[config.mk]
export PLATFORM = sky130hd
export DESIGN_NAME = seq_shifter
export DESIGN_NICKNAME = d
export VERILOG_FILES = /design/src/rtl/seq_shifter.sv
export SDC_FILE = /design/constraint.sdc
export NUM_CORES = 1
export LEC_CHECK = 0
export CORE_UTILIZATION = 53
export CTS_BUF_LIST = sky130_fd_sc_hd__clkbuf_4 sky130_fd_sc_hd__clkbuf_8 sky130_fd_sc_hd__clkbuf_16
export CTS_CLUSTER_SIZE = 8
export DETAILED_ROUTE_END_ITERATION = 6
export PLACE_DENSITY = 0.89
export SLEW_MARGIN = 30
export SYNTH_ARGS = -nofsm -noshare
export SYNTH_HDL_FRONTEND = slang
export SYNTH_SLANG_ARGS = --single-unit
export TNS_END_PERCENT = 10
[constraint.sdc]
create_clock -name clk -period 3.5 [get_ports clk]
set_input_delay 0.7 -clock clk [delete_from_list [all_inputs] [get_ports clk]]
set_output_delay 0.7 -clock clk [all_outputs]
set_load 0.01 [all_outputs]
[src/rtl/seq_shifter.sv]
// Multi-cycle shifter (SLL/SRL/SRA/ROTR). It moves at most STEP bits per cycle.
// It uses a valid/ready handshake on both the request side and the result side.
module seq_shifter #(
  parameter int WIDTH   = 32,
  parameter int STEP    = 4,
  parameter int SHAMT_W = $clog2(WIDTH)
) (
  input  logic               clk,
  input  logic               rst_n,
  input  logic               in_valid,
  output logic               in_ready,
  input  logic [WIDTH-1:0]   in_data,
  input  logic [SHAMT_W-1:0] in_amt,
  input  logic [1:0]         in_mode,
  output logic               out_valid,
  input  logic               out_ready,
  output logic [WIDTH-1:0]   out_data,
  output logic               busy
);

  typedef enum logic [1:0] {IDLE, SHIFT, DONE} state_t;
  typedef enum logic [1:0] {
    MODE_SLL  = 2'b00,
    MODE_SRL  = 2'b01,
    MODE_SRA  = 2'b10,
    MODE_ROTR = 2'b11
  } mode_t;

  // One extra bit so that STEP == WIDTH is still representable.
  localparam logic [SHAMT_W:0] STEP_EXT = (SHAMT_W+1)'(STEP);

  state_t             state_q, state_d;
  mode_t              mode_q, mode_d;
  logic [WIDTH-1:0]   work_q, work_d;
  logic [SHAMT_W-1:0] rem_q, rem_d;
  logic               sign_q, sign_d;

  logic [SHAMT_W-1:0] step_amt;
  logic [SHAMT_W-1:0] step_neg;
  logic [WIDTH-1:0]   shifted;

  always_comb begin
    step_amt = STEP_EXT[SHAMT_W-1:0];
    if ({1'b0, rem_q} < STEP_EXT) begin
      step_amt = rem_q;
    end
    // WIDTH is a power of two, so the value -k modulo WIDTH equals WIDTH-k.
    step_neg = '0 - step_amt;
  end

  // SRA fills from the sign bit that was latched at accept time.
  // It does not use the current MSB of the working register.
  always_comb begin
    shifted = work_q;
    case (mode_q)
      MODE_SLL:  shifted = work_q << step_amt;
      MODE_SRL:  shifted = work_q >> step_amt;
      MODE_SRA:  shifted = (work_q >> step_amt) |
                           (sign_q ? ~({WIDTH{1'b1}} >> step_amt) : '0);
      MODE_ROTR: shifted = (work_q >> step_amt) | (work_q << step_neg);
      default:   shifted = work_q;
    endcase
  end

  always_comb begin
    state_d = state_q;
    mode_d  = mode_q;
    work_d  = work_q;
    rem_d   = rem_q;
    sign_d  = sign_q;
    case (state_q)
      IDLE: begin
        if (in_valid) begin
          work_d  = in_data;
          rem_d   = in_amt;
          mode_d  = mode_t'(in_mode);
          sign_d  = in_data[WIDTH-1];
          state_d = (in_amt == '0) ? DONE : SHIFT;
        end
      end
      SHIFT: begin
        work_d = shifted;
        rem_d  = rem_q - step_amt;
        if (rem_q == step_amt) begin
          state_d = DONE;
        end
      end
      DONE: begin
        if (out_ready) begin
          state_d = IDLE;
        end
      end
      default: state_d = IDLE;
    endcase
  end

  always_ff @(posedge clk or negedge rst_n) begin
    if (!rst_n) begin
      state_q <= IDLE;
      mode_q  <= MODE_SLL;
      work_q  <= '0;
      rem_q   <= '0;
      sign_q  <= 1'b0;
    end else begin
      state_q <= state_d;
      mode_q  <= mode_d;
      work_q  <= work_d;
      rem_q   <= rem_d;
      sign_q  <= sign_d;
    end
  end

  assign in_ready  = (state_q == IDLE);
  assign out_valid = (state_q == DONE);
  assign busy      = (state_q != IDLE);
  assign out_data  = work_q;

endmodule

[Yosys cells after proc, flatten, opt, wreduce, memory -nomap -nowiden]
Index checks and enable logic that the tools add are counted.
Storage, ports and cells
  logic and storage cells: 44
  flip-flop bits (word level): 42
  input bits: 43
Cells by class
  shift-type cells: 4
  muxes and demuxes: 12
  add/subtract/negate cells: 2
  bitwise operators: 3
  equal/unequal tests: 9
  reductions and logical operators: 8
  magnitude comparators: 1
Operators with widths (count)
  case mux 32 bit (4 select lines): 1
  two-way mux 32 bit: 2
  bitwise OR 32 bit: 2
  case mux 32 bit (2 select lines): 1
  left shift 32 x 5 -> 32 bit: 2
  NOT 32 bit: 1
  >> shifter 32 x 5 -> 32 bit: 1
  >> shifter 32 x 5 -> 32 bit (first input constant): 1
  two-way mux 5 bit: 2
  case mux 5 bit (2 select lines): 1
  two-way mux 2 bit: 4
  equality test 2 bit (second input constant): 3
  case mux 2 bit (3 select lines): 1
  equality test 5 bit: 1
  zero test 5 bit: 1
  < comparator 5 x 3 -> 1 bit (second input constant): 1
  subtractor 1 x 5 -> 5 bit (first input constant): 1
  subtractor 5 bit: 1
  equality test 2 x 1 -> 1 bit (second input constant): 2
  zero test 2 bit: 2
  inequality test 2 bit (second input constant): 2
  AND reduction 2 bit: 2
  nonzero test 2 bit: 2
  AND reduction 3 bit: 1
  inequality test 2 x 1 -> 1 bit (second input constant): 1

[Depth between registers and ports, before layout]
Gate-level depths: netlist of the first run.
  depth in word-level cells: 8
  depth in mapped cells: 17
  mapped depth without buffers: 11

[Worst setup path after synthesis of the first run]
Ideal clock, no wire load.
  path type: register -> register
  start point: register rem_q[3]
  end point: register work_q[27] (netlist: out_data[27])
  cell stages (with the launch flop): 13
  data required time: 3.370 ns
  arrival: 3.529 ns
  path slack: -0.159 ns
  setup time: 0.130 ns
  buffers on the path: 6
  cell sequence: dfrtp_1 buf_6 nor4b_2 buf_4 buf_2 buf_2 buf_2 ha_1 buf_1 mux4_2 mux4_2 a32oi_1 nand3_1
Between the ends
  word-level cells in the longest chain between the ends: 8
Ends and longest elaborated chain
  start, declared: line 35  | logic [SHAMT_W-1:0] rem_q, rem_d;
  start signal, assigned: line 108  | rem_q <= rem_d;
  < comparator 5 x 3 -> 1 bit: line 44  | if ({1'b0, rem_q} < STEP_EXT) begin
  two-way mux 5 bit *: line 44
  branches (longest 4 deep; another with subtractor 1 x 5 -> 5 bit)
  case mux 32 bit (4 select lines) *: line 55  | case (mode_q)
  case mux 32 bit (2 select lines) *: line 71  | case (state_q)
  end signal, assigned: line 107  | work_q <= work_d;
  end, declared: line 34  | logic [WIDTH-1:0] work_q, work_d;
Every way passes the cells marked *.
A chain may end at the register's enable or synchronous reset.

[Final worst setup path of the first run]
  start point: register rem_q[3]
  end point: register work_q[31] (netlist: out_data[31])
Same word-level chain as after synthesis.

==> results by group, run 1 <==
Outcome
  • Status: complete, but fails checks
  • Failing checks: design-rule violations

Worst setup path
  • CP Data Arrival Time: ~3.5 ns
  • FF-to-FF path depth: 9
  • CP max stage cell: a211oi_1
  • Register-to-register setup slack: roughly 0.24 ns
  • Worst Setup End Kind: flip-flop
  • Critical R2R Launch: rem_q[3]
  • Worst-path cell chain: nor4b_4 > ha_1 > buf_12 > mux2i_1 > mux2i_1 > mux2i_1 > a211oi_1 > a21oi_1 > o31ai_1
  • Worst path max stage delay: 0.52 ns
  • RR Endpoint: out_data[31]
  • Max FO, Critical Path: 39
  • Worst Path Class, Setup: flip-flop to flip-flop
  • Startpoint types: flip-flop
  • Worst path required time: between 3 and 4 ns
  • CP most frequent cell: mux2i_1

Place
  • Detailed placer's ending HPWL: ~19000 µm
  • GPL Wtd Cong: 1.03
  • Placed Cells: between 900 and 1000
  • Area after DPL: 7300 µm²
  • PortBufs: 77

Job
  • Max-cap violation count: 0

Clock network
  • Max clock buf depth: 2
  • Clock-pin slew on the worst setup and hold paths: approximately 0.070 ns
  • Setup repair bufs after CTS: 0
  • H-tree depth: 2
  • Post-CTS Hold Fix Bufs: 0
  • Clock root buffer: clkbuf_16
  • CTS tree: done
  • Clk_lat worst skew: 0.31 ns
  • Inserted Clock Buffers: 5
  • Clock sinks: 42
  • CTS resizes: 0

Layout
  • Cell area after layout: ~7500 µm²
  • Layout Nets: about 900
  • Layout area overhead: 16.9%
  • Area of the multi-input gates: 4910 µm²
  • Commonest non-fill, non-tap cells in the layout: nand2_1 (109), clkdlybuf4s50_1 (76), mux2i_1 (70)
  • Reg area: 1050 µm²
  • Share of cells above drive strength 1: 0.167
  • Filler Cell Count: 961
  • Layout Cells excl Fill: ~970
  • Most common cell after layout, fill and taps aside: nand2_1
  • Core Util, Final: 0.645
  • Antenna fix cells: 0

Drt
  • Via/cell ratio: ~7.5
  • Drt pass-1 iters: 7
  • Via count: 7321
  • Iter 0 DRT Violations: between 1000 and 1500
  • Routed len/inst: between 20 and 30 µm
  • DRC: 2
  • Routed Wire Length: ~27000 µm
  • Post-route ant nets: 0

Yosys
  • Top-area cell type share of the netlist area: 0.183
  • Syn Area/Cell: a little over 8 µm²
  • Unique cell type count in the Yosys netlist: a little under 70
  • Asr flop ratio synth: 1.00
  • Seq/Total Area, Yosys: 0.165
  • EDFF count, synth: 0
  • Mapped Area: between 6000 and 7000 µm²
  • Syn Nets: between 800 and 900
  • Yosys Warn Count: 0
  • Flops & latches, synth: 42
  • Largest area contributor in the netlist: mux4_2
  • Ys flop type: dfrtp_1
  • Top cells by area, synth: mux4_2 (18%), dfrtp_1 (16%), mux2i_1 (11%), nand2_1 (6.4%), o21ai_0 (4.9%)
  • Synthesized netlist cell count: 792

STA
  • Max-slew headroom: 0.437
  • # setup viols final: 0
  • Worst-Margin Slew: about 0.84 ns
  • Fin. Hold Viols: 0
  • Final Max Slew Viols: 0
  • Fmax achieved: roughly 300 MHz
  • Min cycle time layout: 3.26 ns
  • Tcrit/Tclk final: 0.932
  • Unrepaired setup endpoints after global routing: false
  • Clock Skews: 0.00306 ns

GRT
  • First-pass GRT wire length: roughly 41000 µm
  • Tot GR Track Use: 0.438
  • Initial antenna violation count: 0
  • Largest net degree at the start of global routing: 46
  • Vias in the first global route: 6915
  • Global route total overflow: 0

Power and ir drop
  • Power Total: a little under 9000 µW
  • Pwr per Cell Area: approximately 1200 nW/µm²
  • Leakage power: 0.00283 µW
  • IR drop worst, VDD: roughly 1.0 mV

Die
  • Site Rows: 39
  • Die width: roughly 110 µm
  • Die area: 12500 µm²
  • Core area: about 12000 µm²
  • Starting density of the core: 0.552
  • # IOs: 78
  • Height of the die: around 110 µm

Min path
  • Hold Path Class: primary input to async pin
final cells by class:
class | count | share of cell area
repair buffers | 122 | 0.150
clock buffers | 5 | 0.0168
inverters | 10 | 0.00503
multi-input cells | 646 | 0.658
flip-flops and latches | 42 | 0.141
well taps | 143 | 0.0240
clock inverters | 3 | 0.00537
worst max-delay path by stage:
stage	start	end	cells past startpoint
floorplan	rem_q[3]	out_data[16]	17
global placement	rem_q[3]	out_data[31]	9
detailed placement	rem_q[3]	out_data[30]	6
CTS	rem_q[3]	out_data[17]	12
global route	rem_q[3]	out_data[21]	12
finish	rem_q[3]	out_data[31]	9
flip-flops by register name (all words and copies together) (netlist names):
signal	flops
state_q	2
out_data	32
rem_q	5
sign_q	1
mode_q	2
power breakdown:
| part | switching [µW] | total [µW] | internal [µW] |
|---|---|---|---|
| Combinational | 3800 | 6780 | 2980 |
| Clock | 238 | 573 | 335 |
| Sequential | 859 | 1590 | 736 |
| Total | 4900 | 8950 | 4050 |
cell families (layout without fill, tap and decap cells):
kind of cell,count (synthesis),count (layout),synth area share
DFF,42,42,0.165
AOI/OAI and AO/OA,228,228,0.233
other,1,1,0.000587
adders and majority gates,7,7,0.0133
muxes,140,140,0.325
buffers and inverters,104,140,0.0678
and+or+nand+nor,269,269,0.194
xor gates and xnor gates,1,1,0.00137
cell usage after synthesis, types with 7 or more instances:
library cell,instances
o21ai_0,63
nor3_1,19
dfrtp_1,42
buf_1,9
mux4_2,52
a21oi_1,39
nand2_1,109
buf_2,13
a22oi_1,8
mux2_2,18
nand3_1,18
mux2i_1,70
o22ai_1,10
a221oi_1,8
or3_1,19
o21a_1,7
a211oi_1,10
o211ai_1,10
clkbuf_1,68
nor2_1,66
a31oi_1,16
metrics by stage:
step           setup TNS, ns  hold slack, ns  worst slack [ns]
3_3_place_gp               0           0.534             0.301
5_1_grt                    0           0.508            0.0515
4_1_cts                    0           0.467             0.346
6_report                   0           0.460             0.237
3_5_place_dp               0           0.544             0.370
2_1_floorplan         -0.149           0.404           -0.0922
critical path: cells and delay by family, from the launching register on:
family                   cells  cell delay [ns]
AND/OR/NAND/NOR              1             0.37
AO/OA/AOI/OAI                3             0.87
buffers and inverters        1             0.21
adder cells (fa/ha/maj)      1             0.32
flip-flops                   1             0.51
multiplexers                 3             0.85
layer usage:
metal  GRT usage  part of all wire
met5           0                 0
met4       0.244             0.061
met3       0.104              0.13
met2       0.643              0.43
met1       0.593              0.38
Power figures use the tool's default switching activity.
==> inputs of run 2 (changes only) <==
Settings changed: ABC_AREA from default to 1, CORE_UTILIZATION 53 to 52, PLACE_DENSITY 0.89 to 0.88.
==> run 2 against run 1 <==
The run still ends with design-rule violations left; wire length decreased by 2.9%; hold slack got worse by 0.087 ns; combinational power about the same; sequential cell count unchanged; design area decreased by 9.4%; clock skew increased by 0.011 ns; critical endpoint is now out_data[25]; largest power group unchanged.
==> results by group, run 2 <==
Worst setup path
  • Max FO, Critical Path: 23 (was 39)
  • Worst path required time: 3.72 ns (about the same)
  • Worst Setup End Kind: flip-flop (unchanged)
  • Startpoint types: flip-flop (unchanged)
  • Worst Path Class, Setup: flip-flop to flip-flop (unchanged)
  • CP Data Arrival Time: 3.19 ns (was 3.48 ns)

Layout
  • Reg area: 1050 µm² (about the same)
  • Share of cells above drive strength 1: 0.0510 (was 0.167)
  • Max reg flops: 32 (unchanged)
  • Commonest non-fill, non-tap cells in the layout: nand2_1 (384), nand3_1 (201), nor2_1 (81) (was nand2_1 (109), clkdlybuf4s50_1 (76), mux2i_1 (70))
  • Layout Cells excl Fill: 1257 (was 971)
  • Most common cell after layout, fill and taps aside: nand2_1 (unchanged)
  • Area of the multi-input gates: 4200 µm² (was 4910 µm²)
  • Filler Cell Count: 1069 (was 961)
  • Antenna fix cells: 0 (unchanged)
  • Layout Nets: 1165 (was 876)
  • Layout area overhead: 16.8% (was 16.9%)

STA
  • Max-slew headroom: 0.546 (was 0.437)
  • Clock Skews: 0.0145 ns (was 0.00306 ns)
  • Final Max Slew Viols: 0 (unchanged)
  • Unrepaired setup endpoints after global routing: false (unchanged)
  • Tcrit/Tclk final: 0.851 (was 0.932)
  • Min cycle time layout: 2.98 ns (was 3.26 ns)
  • Setup TNS: 0 ns (unchanged)
  • Fin. Hold Viols: 0 (unchanged)
  • Hold_ws: 0.374 ns (was 0.460 ns)
  • # setup viols final: 0 (unchanged)
  • Fmax achieved: 336 MHz (was 306 MHz)
  • Worst-Margin Slew: 0.680 ns (was 0.841 ns)

Clock network
  • Inserted Clock Buffers: 5 (unchanged)
  • Clock root buffer: clkbuf_8 (was clkbuf_16)
  • Post-CTS Hold Fix Bufs: 0 (unchanged)
  • Clk_lat worst skew: 0.33 ns (was 0.31 ns)
  • Max clock buf depth: 2 (unchanged)
  • Clock-pin slew on the worst setup and hold paths: 0.10 ns (was 0.07 ns)
  • Setup repair bufs after CTS: 0 (unchanged)
  • Clock sinks: 42 (unchanged)
  • CTS tree: done (unchanged)
  • CTS resizes: 0 (unchanged)
  • H-tree depth: 2 (unchanged)

GRT
  • First-pass GRT wire length: 40400 µm (was 41400 µm)
  • Vias in the first global route: 7317 (was 6915)
  • Largest net degree at the start of global routing: 56 (was 46)
  • Initial antenna violation count: 0 (unchanged)
  • Tot GR Track Use: 0.462 (was 0.438)
  • Global route total overflow: 0 (unchanged)

Yosys
  • Asr flop ratio synth: 1.00 (unchanged)
  • Yosys Warn Count: 0 (unchanged)
  • Flops & latches, synth: 42 (unchanged)
  • Unique cell type count in the Yosys netlist: 41 (was 68)
  • Top-area cell type share of the netlist area: 0.249 (was 0.183)
  • Most frequent cells after synthesis: nand2_1 (384), nand3_1 (201), nor2_1 (83) (was nand2_1 (109), mux2i_1 (70), clkbuf_1 (68))
  • Synthesized netlist cell count: 1074 (was 792)
  • Mapped Area: 5790 µm² (was 6380 µm²)
  • EDFF count, synth: 0 (unchanged)
  • Syn Nets: 1123 (was 841)
  • Syn Area/Cell: 5.39 µm² (was 8.06 µm²)
  • Ys flop type: dfrtp_1 (unchanged)
  • Seq/Total Area, Yosys: 0.182 (was 0.165)
  • Top cells by area, synth: nand2_1 (25%), dfrtp_1 (18%), nand3_1 (17%), nor2_1 (5.4%), o21ai_1 (4.6%) (was mux4_2 (18%), dfrtp_1 (16%), mux2i_1 (11%), nand2_1 (6.4%), o21ai_0 (4.9%))
  • Most numerous cell in the Yosys netlist: nand2_1 (unchanged)
  • Largest area contributor in the netlist: nand2_1 (was mux4_2)

Die
  • Core area: 10800 µm² (was 11600 µm²)
  • Die width: 107 µm (was 112 µm)
  • # IOs: 78 (unchanged)
  • Site Rows: 38 (was 39)
  • Height of the die: 107 µm (was 112 µm)
  • Die area: 11600 µm² (was 12500 µm²)
  • Starting density of the core: 0.534 (was 0.552)

Outcome
  • Failing checks: design-rule violations (unchanged)
  • Status: complete, but fails checks (unchanged)

Drt
  • DRC: 34 (was 2)
  • Via/cell ratio: 6.42 (was 7.54)
  • Drt pass-1 iters: 7 (unchanged)
  • Routed wl met2: 10700 µm (was 11500 µm)
  • Post-route ant nets: 0 (unchanged)
  • Routed len/inst: 20.8 µm (was 27.7 µm)
  • Iter 0 DRT Violations: 1582 (was 1172)
  • Met3 wire length: 4200 µm (was 3480 µm)
  • Top sig layer: met4 (unchanged)
  • Routed Wire Length: 26100 µm (was 26900 µm)
  • Wl on met1: 10000 µm (was 10200 µm)
  • Via count: 8066 (was 7321)

Power and ir drop
  • Leakage power: 0.00324 µW (was 0.00283 µW)
  • IR drop worst, VDD: 0.987 mV (was 1.04 mV)
  • Pwr per Cell Area: 1240 nW/µm² (was 1200 nW/µm²)
  • Sw Share: 0.620 (was 0.547)
  • Logic pwr share: 0.812 (was 0.758)
  • Sw Pwr: 5200 µW (was 4900 µW)
  • Power Internal: 3190 µW (was 4050 µW)
  • Part of the power in registers: 0.137 (was 0.178)
  • Clock share of power: 0.051 (was 0.064)

Place
  • GPL Wtd Cong: 1.05 (was 1.03)
  • Detailed placer's ending HPWL: 19300 µm (was 18700 µm)
  • PortBufs: 77 (unchanged)
  • Placed Cells: 1249 (was 963)

Job
  • Max-cap violation count: 0 (unchanged)

Min path
  • Hold Path Class: primary input to async pin (unchanged)
==> run 2: changes by cell type after synthesis, sizes merged, moves of 31 or more <==
cell | previous run | this run
nand2 | 109 | 387
nand3 | 18 | 202
mux2i | 70 | 0
inv | 9 | 63
mux4 | 52 | 0
clkbuf | 68 | 37
==> run 2: layout make-up <==
type	instances	area share
clock inverters	3	0.00667
multi-input cells	899	0.621
repair buffers	103	0.144
well taps	140	0.0259
inverters	65	0.0361
flip-flops and latches	42	0.156
clock buffers	5	0.0102
==> run 2: power groups by stage <==
stage	Combinational, µW	Clock [µW]	Sequential, µW
after floorplan	4450	0	1050
after global placement	6540	0	1130
after detailed placement	6530	0	1120
after CTS	6560	430	1110
after global routing	7430	448	1150
final	6810	431	1150
==> run 2: worst paths after layout <==
kind | start | end | slack [ns] | cells past startpoint
min | rst_n | rem_q[4] | 0.37 | 1
max | rem_q[2] | out_data[25] | 0.52 | 17
min reg2reg | sign_q | sign_q | 0.52 | 2
max reg2reg | rem_q[2] | out_data[25] | 0.52 | 17
min in group clk | sign_q | sign_q | 0.52 | 2
max in group asynchronous | rst_n | out_data[31] | 2.70 | 1
==> run 2: critical path, cell delays in order (launching register included) <==
cell      delay [ns]
dfrtp_1         0.40
inv_2           0.31
nand2_4         0.11
nor2_4          0.12
inv_2           0.05
ha_1            0.21
inv_1           0.11
ha_1            0.18
clkinv_1        0.36
buf_12          0.31
nand3_1         0.12
nand3_1         0.10
nand3_1         0.16
nand3_1         0.10
nand2_1         0.07
nand2_1         0.06
nand2_1         0.05
nand2_1         0.04
==> run 2: cell families after synthesis <==
| logic type | share of synthesized area |
|---|---|
| AO/OA/AOI/OAI | 0.171 |
| adder cells (fa/ha/maj) | 0.0130 |
| buffers and inverters | 0.0956 |
| flip-flops | 0.182 |
| other | 0.000648 |
| AND/OR/NAND/NOR | 0.538 |
==> run 2: per-stage QoR <==
step / total power [µW] / util / area, µm² / setup WS (ns)
floorplan: 5500 / - / 5790 / 0.628
global placement: 7660 / 0.613 / 6640 / 0.695
detailed placement: 7650 / 0.613 / 6640 / 0.672
CTS: 8100 / 0.623 / 6760 / 0.645
global route: 9030 / 0.623 / 6760 / 0.289
finish: 8390 / 0.623 / 6760 / 0.523
==> run 2: layer usage <==
layer	vias up	global-route usage
met4	0	0.182
met1	3586	0.632
li1	3689	-
met2	671	0.667
met5	-	0
met3	120	0.146
==> edit (flow settings as in run 1) <==
Make the reset (`rst_n`) synchronous in one clocked block.
--- a/src/rtl/seq_shifter.sv
+++ b/src/rtl/seq_shifter.sv
@@ -95,5 +95,5 @@
   end
 
-  always_ff @(posedge clk or negedge rst_n) begin
+  always_ff @(posedge clk) begin
     if (!rst_n) begin
       state_q <= IDLE;
Behaviour: differs if rst_n is asserted again (counterexample within 4 cycles, from zero or initial values and one cycle with rst_n low); with rst_n held inactive, the same outputs for 4 cycles.
==> edit against run 1 <==
- maximum frequency rose by 2.5%
- area after synthesis grew 1.6%
- routed wire length grew 8.0%
- first-iteration DRC count grew 12%
- worst setup slack better by 0.080 ns
- global-route usage rose by 2.3 points
- sequential cell count did not move
- final area grew 1.1%
- sequential share of layout area decreased by 2.9 points
- via count up 11%
- critical path type unchanged
Power is not compared: it rests on default switching activity, and its combinational part moved more than twofold at a synthesized area within 25%.
==> edit: results (changes against run 1) <==
Parameter                              Value

Outcome
  Result of the run    complete, no violations (was complete, but fails checks)

Global route
  Global-route wire length before repair    44.3 mm (was 41.4 mm)
  Vias in the first global route    7348 (was 6915)
  Pin count of the biggest net entering global routing    72 (was 46)
  Number of antenna violations at the first check in global routing    0 (unchanged)
  Total GRT Usage    0.461 (was 0.438)

Clock network
  Post-CTS Setup Repair Bufs    0 (unchanged)
  Total of cells resized after clock tree synthesis    0 (unchanged)
  H-tree levels    2 (unchanged)

Routing
  Detailed-routing iteration count for the pre-antenna-repair pass    6 (was 7)
  Uppermost layer routed    met4 (unchanged)
  Routed metal-1 wire length    10.8 mm (was 10.2 mm)
  Routed vias/inst    7.61 (was 7.54)
  Average detailed-routed wire length per instance    27.2 um (was 27.7 um)
  Met3 routed WL    4.55 mm (was 3.48 mm)
  Detailed router's first-iteration violation count    1310 (was 1172)
  DR WL met2    11.8 mm (was 11.5 mm)

Layout
  Fill count    1106 (was 961)
  Diodes inserted    0 (unchanged)
  Net count of the finished layout    969 (was 876)
  Share of cells above drive strength 1    0.131 (was 0.167)
  Max FFs per register    32 (unchanged)

Setup path
  R2R Path Start    rem_q[2] (was rem_q[3])
  CP peak stage delay    0.70 ns (was 0.52 ns)
  Data arrival time of the critical path    3.35 ns (was 3.48 ns)
  Worst setup startpoint    rem_q[2] (was rem_q[3])
  Maximum net fanout on the critical path    10 (was 39)
  Critical Path Slowest Stage Cell    sky130_fd_sc_hd__a2111oi_0 (was sky130_fd_sc_hd__a211oi_1)

Synthesis
  Distinct cells, synth    72 (was 68)
  Top cell types by occurrence after synthesis    147 x sky130_fd_sc_hd__nand2_1, 95 x sky130_fd_sc_hd__clkbuf_1, 73 x sky130_fd_sc_hd__mux2i_1 (was 109 x sky130_fd_sc_hd__nand2_1, 70 x sky130_fd_sc_hd__mux2i_1, 68 x sky130_fd_sc_hd__clkbuf_1)
  Mux cell area share after synthesis    0.263 (was 0.325)
  Async set-or-reset flop fraction in the synthesized netlist    0 (was 1.00)
  Post-Synthesis Net Count    950 (was 841)
  Fraction of synthesized cell area in xor and xnor cells    0.00135 (was 0.00137)
  Synthesized-area fraction occupied by ao, oa, aoi and oai cells    0.286 (was 0.233)
  Biggest area contributors in the synthesized netlist    sky130_fd_sc_hd__dfxtp_1 13%, sky130_fd_sc_hd__mux4_2 11%, sky130_fd_sc_hd__mux2i_1 11% (was sky130_fd_sc_hd__mux4_2 18%, sky130_fd_sc_hd__dfrtp_1 16%, sky130_fd_sc_hd__mux2i_1 11%)
  Fraction of the mapped netlist area in adder cells    0.0116 (was 0.0133)
  Sequential fraction of the synthesis area    0.130 (was 0.165)

Placed design
  Dpl hpwl    20.1 mm (was 18.7 mm)
  Final weighted congestion of routability-driven global placement    1.05 (was 1.03)
  Placed cell areas    0.00739 mm2 (was 0.00730 mm2)

Min path
  Worst min path class    reg2reg (was in2async)

Timing
  Skew final    0.0149 ns (was 0.00306 ns)
  Slew at the pin with the worst max-slew slack    1.03 ns (was 0.841 ns)

Power and ir drop
  Worst vdd rail ir drop    0.321 mV
==> edit: changes by cell type in the layout (fill, tap and decap cells not counted), sizes merged, moves of 10 or more <==
cell / run 1 / this run
dfrtp: 42 / 0
dfxtp: 0 / 42
nand2: 109 / 147
nand3: 18 / 38
mux4: 52 / 33
a21oi: 39 / 57
o21ai: 69 / 53
o211ai: 10 / 21
a211oi: 10 / 20
nor3: 20 / 10
==> edit: through the flow <==
stage          total power [mW]  cells  worst slack [ns]
2_1_floorplan              2.22    901            0.0237
3_3_place_gp               3.05   1060             0.442
3_5_place_dp               3.05   1060             0.399
4_1_cts                    3.56   1068             0.383
5_1_grt                    3.80   1068             0.138
6_report                   3.69   1068             0.317
==> edit: layout make-up <==
cell class                      instances  area [um2]  area share
Multi-Input combinational cell        733        5150       0.683
Timing Repair Buffer                  128        1180       0.156
Sequential cell                        42         842       0.112
Clock inverter                          3        21.3     0.00282
Tap cell                              147         184      0.0244
Clock buffer                            5         125      0.0166
Inverter                               10        42.5     0.00564
==> edit: power by group <==
group          switching [mW]  internal, mW  total [mW]
sequential              0.275         0.547       0.822
clock                   0.247         0.266       0.513
combinational            1.40         0.962        2.36
==> edit: cell families after synthesis <==
logic type | Yosys count
mux | 126
other cells | 1
fa+ha+maj | 6
compound gates | 274
simple gates | 325
buf+inv | 126
xor+xnor | 1
flops | 42
==> edit: metal layers <==
layer / vias to the layer above / track usage
met5: - / 0
met4: 0 / 0.234
met3: 184 / 0.152
met2: 750 / 0.666
met1: 3774 / 0.613
li1: 3419 / -
==> edit: worst paths after layout <==
check,to,slack [ns],cells after the start
max,out_data[30],0.32,10
min,sign_q,0.57,2
max reg2reg,out_data[30],0.32,10
min reg2reg,sign_q,0.57,2
